--- src/rtl/window3x3_linebuf.sv ---
// rtl/window3x3_linebuf.sv - two-line buffer that assembles 3x3 pixel windows from a raster stream
// Windows are registered one cycle after the pixel that completes them; edge windows are never produced.
module window3x3_linebuf #(
  parameter int IMG_W  = 16,
  parameter int IMG_H  = 16,
  parameter int DATA_W = 32
) (
  input  logic              clk,
  input  logic              rst_n,
  input  logic              tstart,
  input  logic              in_valid,
  input  logic [DATA_W-1:0] in_data,
  output logic              win_valid,
  output logic [DATA_W-1:0] win_data [3][3],
  output logic              busy,
  output logic              frame_done
);

  localparam int CW = 11;
  localparam int AW = (IMG_W > 1) ? $clog2(IMG_W) : 1;
  localparam logic [CW-1:0] COL_LAST = CW'(IMG_W - 1);
  localparam logic [CW-1:0] ROW_LAST = CW'(IMG_H - 1);
  localparam logic [CW-1:0] TWO      = CW'(2);
  localparam logic [0:0] S_IDLE = 1'b0;
  localparam logic [0:0] S_RUN  = 1'b1;

  logic [0:0]        state_q, state_d;
  logic [CW-1:0]     row_q, row_d, col_q, col_d;
  logic              win_valid_q, win_valid_d;
  logic              frame_done_q, frame_done_d;
  logic [DATA_W-1:0] win_q [3][3];
  logic [DATA_W-1:0] win_d [3][3];
  logic [DATA_W-1:0] sr_q [3][2];
  logic [DATA_W-1:0] sr_d [3][2];
  logic [DATA_W-1:0] lb0_mem [IMG_W];
  logic [DATA_W-1:0] lb1_mem [IMG_W];

  logic              accept;
  logic              is_win;
  logic              is_last;
  logic [CW-1:0]     acc_row, acc_col;
  logic [AW-1:0]     idx;
  logic [DATA_W-1:0] new_col [3];

  always_comb begin
    accept  = in_valid && (tstart || (state_q == S_RUN));
    // tstart forces the accepted pixel to (0,0) regardless of where the counters were
    acc_row = tstart ? '0 : row_q;
    acc_col = tstart ? '0 : col_q;
    idx     = acc_col[AW-1:0];
    new_col[0] = lb1_mem[idx];
    new_col[1] = lb0_mem[idx];
    new_col[2] = in_data;
    is_win  = accept && (acc_row >= TWO) && (acc_col >= TWO);
    is_last = accept && (acc_row == ROW_LAST) && (acc_col == COL_LAST);

    state_d      = state_q;
    row_d        = row_q;
    col_d        = col_q;
    sr_d         = sr_q;
    win_d        = win_q;
    win_valid_d  = is_win;
    frame_done_d = is_last;

    if (tstart) begin
      state_d = S_RUN;
      row_d   = '0;
      col_d   = '0;
    end

    if (accept) begin
      for (int r = 0; r < 3; r++) begin
        sr_d[r][0] = sr_q[r][1];
        sr_d[r][1] = new_col[r];
      end
      if (acc_col == COL_LAST) begin
        col_d = '0;
        row_d = acc_row + CW'(1);
      end else begin
        col_d = acc_col + CW'(1);
        row_d = acc_row;
      end
    end

    if (is_win) begin
      for (int r = 0; r < 3; r++) begin
        win_d[r][0] = sr_q[r][0];
        win_d[r][1] = sr_q[r][1];
        win_d[r][2] = new_col[r];
      end
    end

    if (is_last) begin
      state_d = S_IDLE;
      row_d   = '0;
      col_d   = '0;
    end
  end

  always_ff @(posedge clk or negedge rst_n) begin
    if (!rst_n) begin
      state_q      <= S_IDLE;
      row_q        <= '0;
      col_q        <= '0;
      win_valid_q  <= 1'b0;
      frame_done_q <= 1'b0;
      for (int r = 0; r < 3; r++) begin
        for (int c = 0; c < 3; c++) win_q[r][c] <= '0;
        for (int c = 0; c < 2; c++) sr_q[r][c] <= '0;
      end
    end else begin
      state_q      <= state_d;
      row_q        <= row_d;
      col_q        <= col_d;
      win_valid_q  <= win_valid_d;
      frame_done_q <= frame_done_d;
      win_q        <= win_d;
      sr_q         <= sr_d;
    end
  end

  // Line storage is deliberately left uninitialised; the counters gate every read that matters.
  always_ff @(posedge clk) begin
    if (accept) begin
      lb1_mem[idx] <= lb0_mem[idx];
      lb0_mem[idx] <= in_data;
    end
  end

  assign win_valid  = win_valid_q;
  assign frame_done = frame_done_q;
  assign busy       = (state_q == S_RUN);
  assign win_data   = win_q;

endmodule
--- config.mk ---
export PLATFORM = sky130hd
export DESIGN_NAME = window3x3_linebuf
export DESIGN_NICKNAME = d
export VERILOG_FILES = /design/src/rtl/window3x3_linebuf.sv
export SDC_FILE = /design/constraint.sdc
export NUM_CORES = 2
export LEC_CHECK = 0
export ABC_AREA = 1
export CAP_MARGIN = 20
export CORE_ASPECT_RATIO = 1.2
export CORE_MARGIN = 2
export CORE_UTILIZATION = 45
export DETAILED_ROUTE_END_ITERATION = 12
export GPL_TIMING_DRIVEN = 0
export PLACE_DENSITY = 0.68
export SYNTH_ARGS = -nofsm -noshare
export SYNTH_HDL_FRONTEND = slang
export SYNTH_SLANG_ARGS = --single-unit
--- constraint.sdc ---
create_clock -name clk -period 9.1 [get_ports clk]
set_clock_uncertainty 0.1 [all_clocks]
set_input_delay 2.73 -clock clk [delete_from_list [all_inputs] [get_ports clk]]
set_output_delay 2.73 -clock clk [all_outputs]
set_load 0.05 [all_outputs]
[Yosys cells after proc, flatten, opt, wreduce, memory -nomap -nowiden]
Memories as Yosys holds them, arrays and structs flattened.
Index checks and enable logic that the tools add are counted.
Word-level totals
  flip-flop bits (word level): 505
  memory bits (writable): 1024
  input port bits: 36
  output and inout port bits: 291
  memories: 2
Memories
  lb0_mem: words 16, width 32, read ports 1, clocked after memory_dff 0, wr ports 1, line 35  | logic [DATA_W-1:0] lb0_mem [IMG_W];
  lb1_mem: words 16, width 32, read ports 1, clocked after memory_dff 0, wr ports 1, line 36  | logic [DATA_W-1:0] lb1_mem [IMG_W];
Operators by class
  add/subtract/negate cells: 2
  magnitude comparators: 2
  equality and inequality tests: 2
  muxes and demuxes: 12
  reduce and logical (&&, ||, !) cells: 7
Operators by type and width (count)
  $mux W11: 8
  $add A11 B1 Y11 const B: 2
  $eq A11 B4 Y1 const B: 2
  $ge A11 B2 Y1 const B: 2
  $logic_and A1 B1 Y1: 5
  $mux W1: 4
  $reduce_bool A2 Y1: 1
  $logic_or A1 B1 Y1: 1

[Longest topological paths before layout]
  word-level depth: 5
  mapped depth: 17
  mapped depth without buffers: 13

[Least setup slack after synthesis]
OpenSTA, ideal clock, no wires.
  path type: input port to flip-flop
  from: input tstart
  to: memory lb0_mem[7][0], enable pin
  data arrival time: 8.248 ns
  setup slack: 0.187 ns
  stages on the path: 7
  buffers on the path: 3
  cell sequence: buf_2 > nor2_1 > buf_2 > buf_1 > ha_1 > nand2_1 > nor3_1
Between the ends
  longest elaborated chain between the ends: 4
Ends and longest elaborated chain
  start, declared: line 10  | input logic tstart,
  $logic_or A1 B1 Y1: line 46  | accept = in_valid && (tstart || (state_q == S_RUN));
  $logic_and A1 B1 Y1: line 46
  $mux W1: line 124  | if (accept) begin
  $mux W1 (not written as such): line 126  | lb0_mem[idx] <= in_data;
  end, declared: line 35
Several ways; a longest one is shown, not always the timed one.

[Worst setup path in the final report]
  from: input tstart
  to: register row_q[5]
Between the ends
  longest elaborated chain between the ends: 5
Ends and longest elaborated chain
  $mux W11 / $logic_or A1 B1 Y1 (equally long branches)
  $add A11 B1 Y11 (tied with other cells): line 78  | row_d = acc_row + CW'(1);
  $mux W11 / $logic_and A1 B1 Y1 (equally long branches): line 76, 55
  $mux W11 / $logic_and A1 B1 Y1 (equally long branches): line 71, 55
  $mux W11 *: line 93  | if (is_last) begin
  net row_d[5]: line 28  | logic [CW-1:0] row_q, row_d, col_q, col_d;
  end signal, assigned: line 113  | row_q <= row_d;
  end, declared: line 28
The timed path passes the listed nets; every way through them passes the cells marked *.
A chain may end at the register's enable or synchronous reset.

==> summary.md <==
| Metric | Value |
|---|---|
| Status | finished clean |
| Crit path launch type | primary input |
| Critical path's top delay family | buffers and inverters |
| Crit path cell chain | clkdlybuf4s50_1, buf_2, nor2_1, buf_2, buf_1, ha_1, nand4_1, nor2_4, nand2_1, inv_1, nand2_1, xnor2_1, inv_1 |
| Routed len/inst | 21.2 µm |
| Crit path buffers/inverters | 6 |
| Drt total wl | 188,000 µm |
| Distinct cells, synth | 27 |
| Clk pwr share | 0.379 |
| CP Data Required Time | 9670 ps |
| Synth area leader | edfxtp_1 |
| Switching pwr | 0.00426 W |
| Diodes inserted | 0 |
| DRC viols | 0 |
| CP max-delay cell | nor2_4 |
| Fmax | 0.146 GHz |
| Clk buf depth | 3 |
| Setup crit end kind | flop |
| Reg area | 43,400 µm² |
| Post-CTS Setup Inserts | 0 |
| Initial Util | 0.453 |
| Slowest cell delay on critical path | 770 ps |
| Pleak | 33.8 nW |
| Die width | 345 µm |
| TNS Setup | 0 ps |
| Via count | 45,800 |
| Nets | 6,948 |
| # rows | 150 |
| Final Util | 0.537 |
| Global route total overflow | 0 |
| DIE AREA | 143,000 µm² |
| Final period demand of the worst path | 6830 ps |
| Switching portion of total power | 0.267 |
| Final HPWL DP | about 130,000 µm |
| Setup CP Type | in2reg |
| Comb pwr share | 0.121 |
| Post-Syn Area | 63,000 µm² |
| Post-synth top area share | 0.488 |
| Slew HR | 0.177 |
| Main synth FF type | edfxtp_1 |
| DR WL met3 | 15,700 µm |
| DRT Pass-1 Iters | 6 |
| Fin. Hold Viols | 0 |
| DRT iter0 DRCs | 5,040 |
| Global placement routability congestion | 0.862 |
| Largest net degree at the start of global routing | 108 |
| Sequential area share after synthesis | 0.689 |
| Multi-input gate area | between 15,000 and 20,000 µm² |
| Avg Cell Area, Syn | 9.90 µm² |
| Metal-1 WL | about 70,000 µm |
| CORE AREA | 139,000 µm² |
| WHS | 369 ps |
| PD cells | 214 nW/µm² |
| FILL cells | 12,000 |
| Flop pwr share | 0.500 |
| Internal power | 0.0117 W |
| FFs w/ async S/R, synth | 0.330 |
| Share of layout cells above drive strength 1 | 0.0652 |
| Dominant cells by area after synthesis | edfxtp_1 (49%), dfrtp_1 (20%), nand2_1 (16%) |
| Post-synth top cells | nand2_1 (2,675), edfxtp_1 (1,024), inv_1 (611), nor2_1 (566), dfrtp_1 (505) |
| Maximum VDD drop | about 0.00020 V |
| Clock tree root buffer cell | clkbuf_16 |
| Post-Syn Instances | approximately 6,400 |
| Met2 routed WL | 92,100 µm |
| Antenna violations before repair | 6 |
| H-tree Lvls | 4 |
| Number of I/O port buffers | between 300 and 400 |
| Vias per inst | approximately 5.2 |
| Clock sink count | roughly 1,500 |
| Antenna viol nets, final | 0 |
| Arrival time worst endpoint | 7390 ps |
| Flops & latches, synth | approximately 1,500 |
| Most frequent cell after synthesis | nand2_1 |
| HP Class | reg2reg |
| Clk_lat worst skew | roughly 780 ps |
| Max-cap violations | 0 |
| Max-slew violation count | 0 |
| Critical Path Fanout Max | 25 |
| Tot GR Track Use | 0.258 |
| Hold_buf cts | 0 |
| Vias in the first global route | 44,500 |
| CTS tree | built |
| Synth-to-Final Area Change | 18.6% |
| DIE HEIGHT | 414 µm |
| RSZ-0062 raised after global routing | false |
| Num CTS Buffers | between 150 and 200 |
| IO Count | 327 |
| Final setup fails | 0 |
| Worst-Margin Slew | 1230 ps |
| CTS clock-pin slew for the worst setup and hold paths | 60 ps |
| Fin crit share | 0.750 |
| Post-route total power | 0.0160 W |
| Synth warn | 0 |
| Cts repair resizes | 0 |
| Post-synth EDFFs | 1,024 |
| First-pass GRT wire length | 274,000 µm |
| Max layer used | met5 |
| Post-Syn Nets | 6,402 |
state kept, by name (all words and copies together) (netlist names):
register    cells
sr_q          192
row_q          11
lb1_mem       512
col_q          11
lb0_mem       512
win_valid       1
frame_done      1
busy            1
win_data      288
layer usage:
layer | global-route usage | up-vias
li1 | - | 21200
met1 | 0.314 | 21900
met2 | 0.444 | 2177
met3 | 0.0452 | 496
met4 | 0.132 | 10
met5 | 0 | -
worst register-to-register path: cells and delay by family (launching register included):
kind	cells	cell delay, ps
flops	1	320
xor+xnor	1	140
fa+ha+maj	1	350
buf+inv	6	1800
simple gates	5	1790
area by class of cell:
type                            instances  share of cell area
Buffer                                317              0.0187
Clock buffer                          204              0.0575
Clock inverter                         72             0.00616
Inverter                              616              0.0310
Multi-Input combinational cell       3898               0.214
Sequential cell                      1529               0.581
Tap cell                             1824              0.0306
Timing Repair Buffer                  389              0.0614
cells in the final DEF, fill, tap and decap left out, drive strengths merged:
cell type | netlist | layout
clkbuf | 127 | 331
o21ai | 201 | 201
nand3 | 291 | 291
nand3b | 120 | 120
dfrtp | 505 | 505
edfxtp | 1024 | 1024
clkdlybuf4s50 | 0 | 325
ha | 6 | 6
a21oi | 4 | 4
bufinv | 0 | 3
clkinvlp | 0 | 1
nand4 | 7 | 7
nand2b | 1 | 1
nand2 | 2676 | 2676
clkinv | 1 | 65
xor2 | 7 | 7
nor3 | 9 | 9
nor2 | 572 | 572
buf | 190 | 254
xnor2 | 4 | 4
inv | 615 | 619
logic make-up (layout without fill, tap and decap cells):
family / after synthesis / count (layout) / share of synthesized area
and+or+nand+nor: 3676 / 3676 / 0.233
DFF: 1529 / 1529 / 0.689
buffers and inverters: 933 / 1598 / 0.0590
AOI/OAI and AO/OA: 205 / 205 / 0.0164
xor gates and xnor gates: 11 / 11 / 0.00153
adders and majority gates: 6 / 6 / 0.00119
per-stage QoR:
stage / cells / area [µm²] / setup slack [ps]
3_5_place_dp: 8571 / 69900 / 1590
4_1_cts: 8847 / 74700 / 2420
2_1_floorplan: 6360 / 63000 / 187
5_1_grt: 8849 / 74700 / 2140
3_3_place_gp: 8510 / 68500 / -17010
6_report: 8849 / 74700 / 2270
final timing paths:
path	endpoint	depth (start not counted)	start	slack, ps
worst min register to register	win_data[129]	2	win_data[129]	370
worst min-delay path	win_data[129]	2	win_data[129]	370
worst max-delay path	row_q[5]	13	tstart	2270
worst max register to register	row_q[5]	13	col_q[0]	4510
max in group asynchronous	win_data[46]	5	rst_n	4410
min in group asynchronous	win_data[270]	1	rst_n	1900
power groups by stage:
stage / registers (W) / logic, W / clock network (W)
6_report: 0.00798 / 0.00193 / 0.00606
5_1_grt: 0.00800 / 0.00207 / 0.00638
4_1_cts: 0.00798 / 0.00190 / 0.00611
3_5_place_dp: 0.00812 / 0.00190 / 0
3_3_place_gp: 0.00813 / 0.00181 / 0
2_1_floorplan: 0.00835 / 0.000765 / 0
No activity file was read; power rests on OpenSTA's default activity.
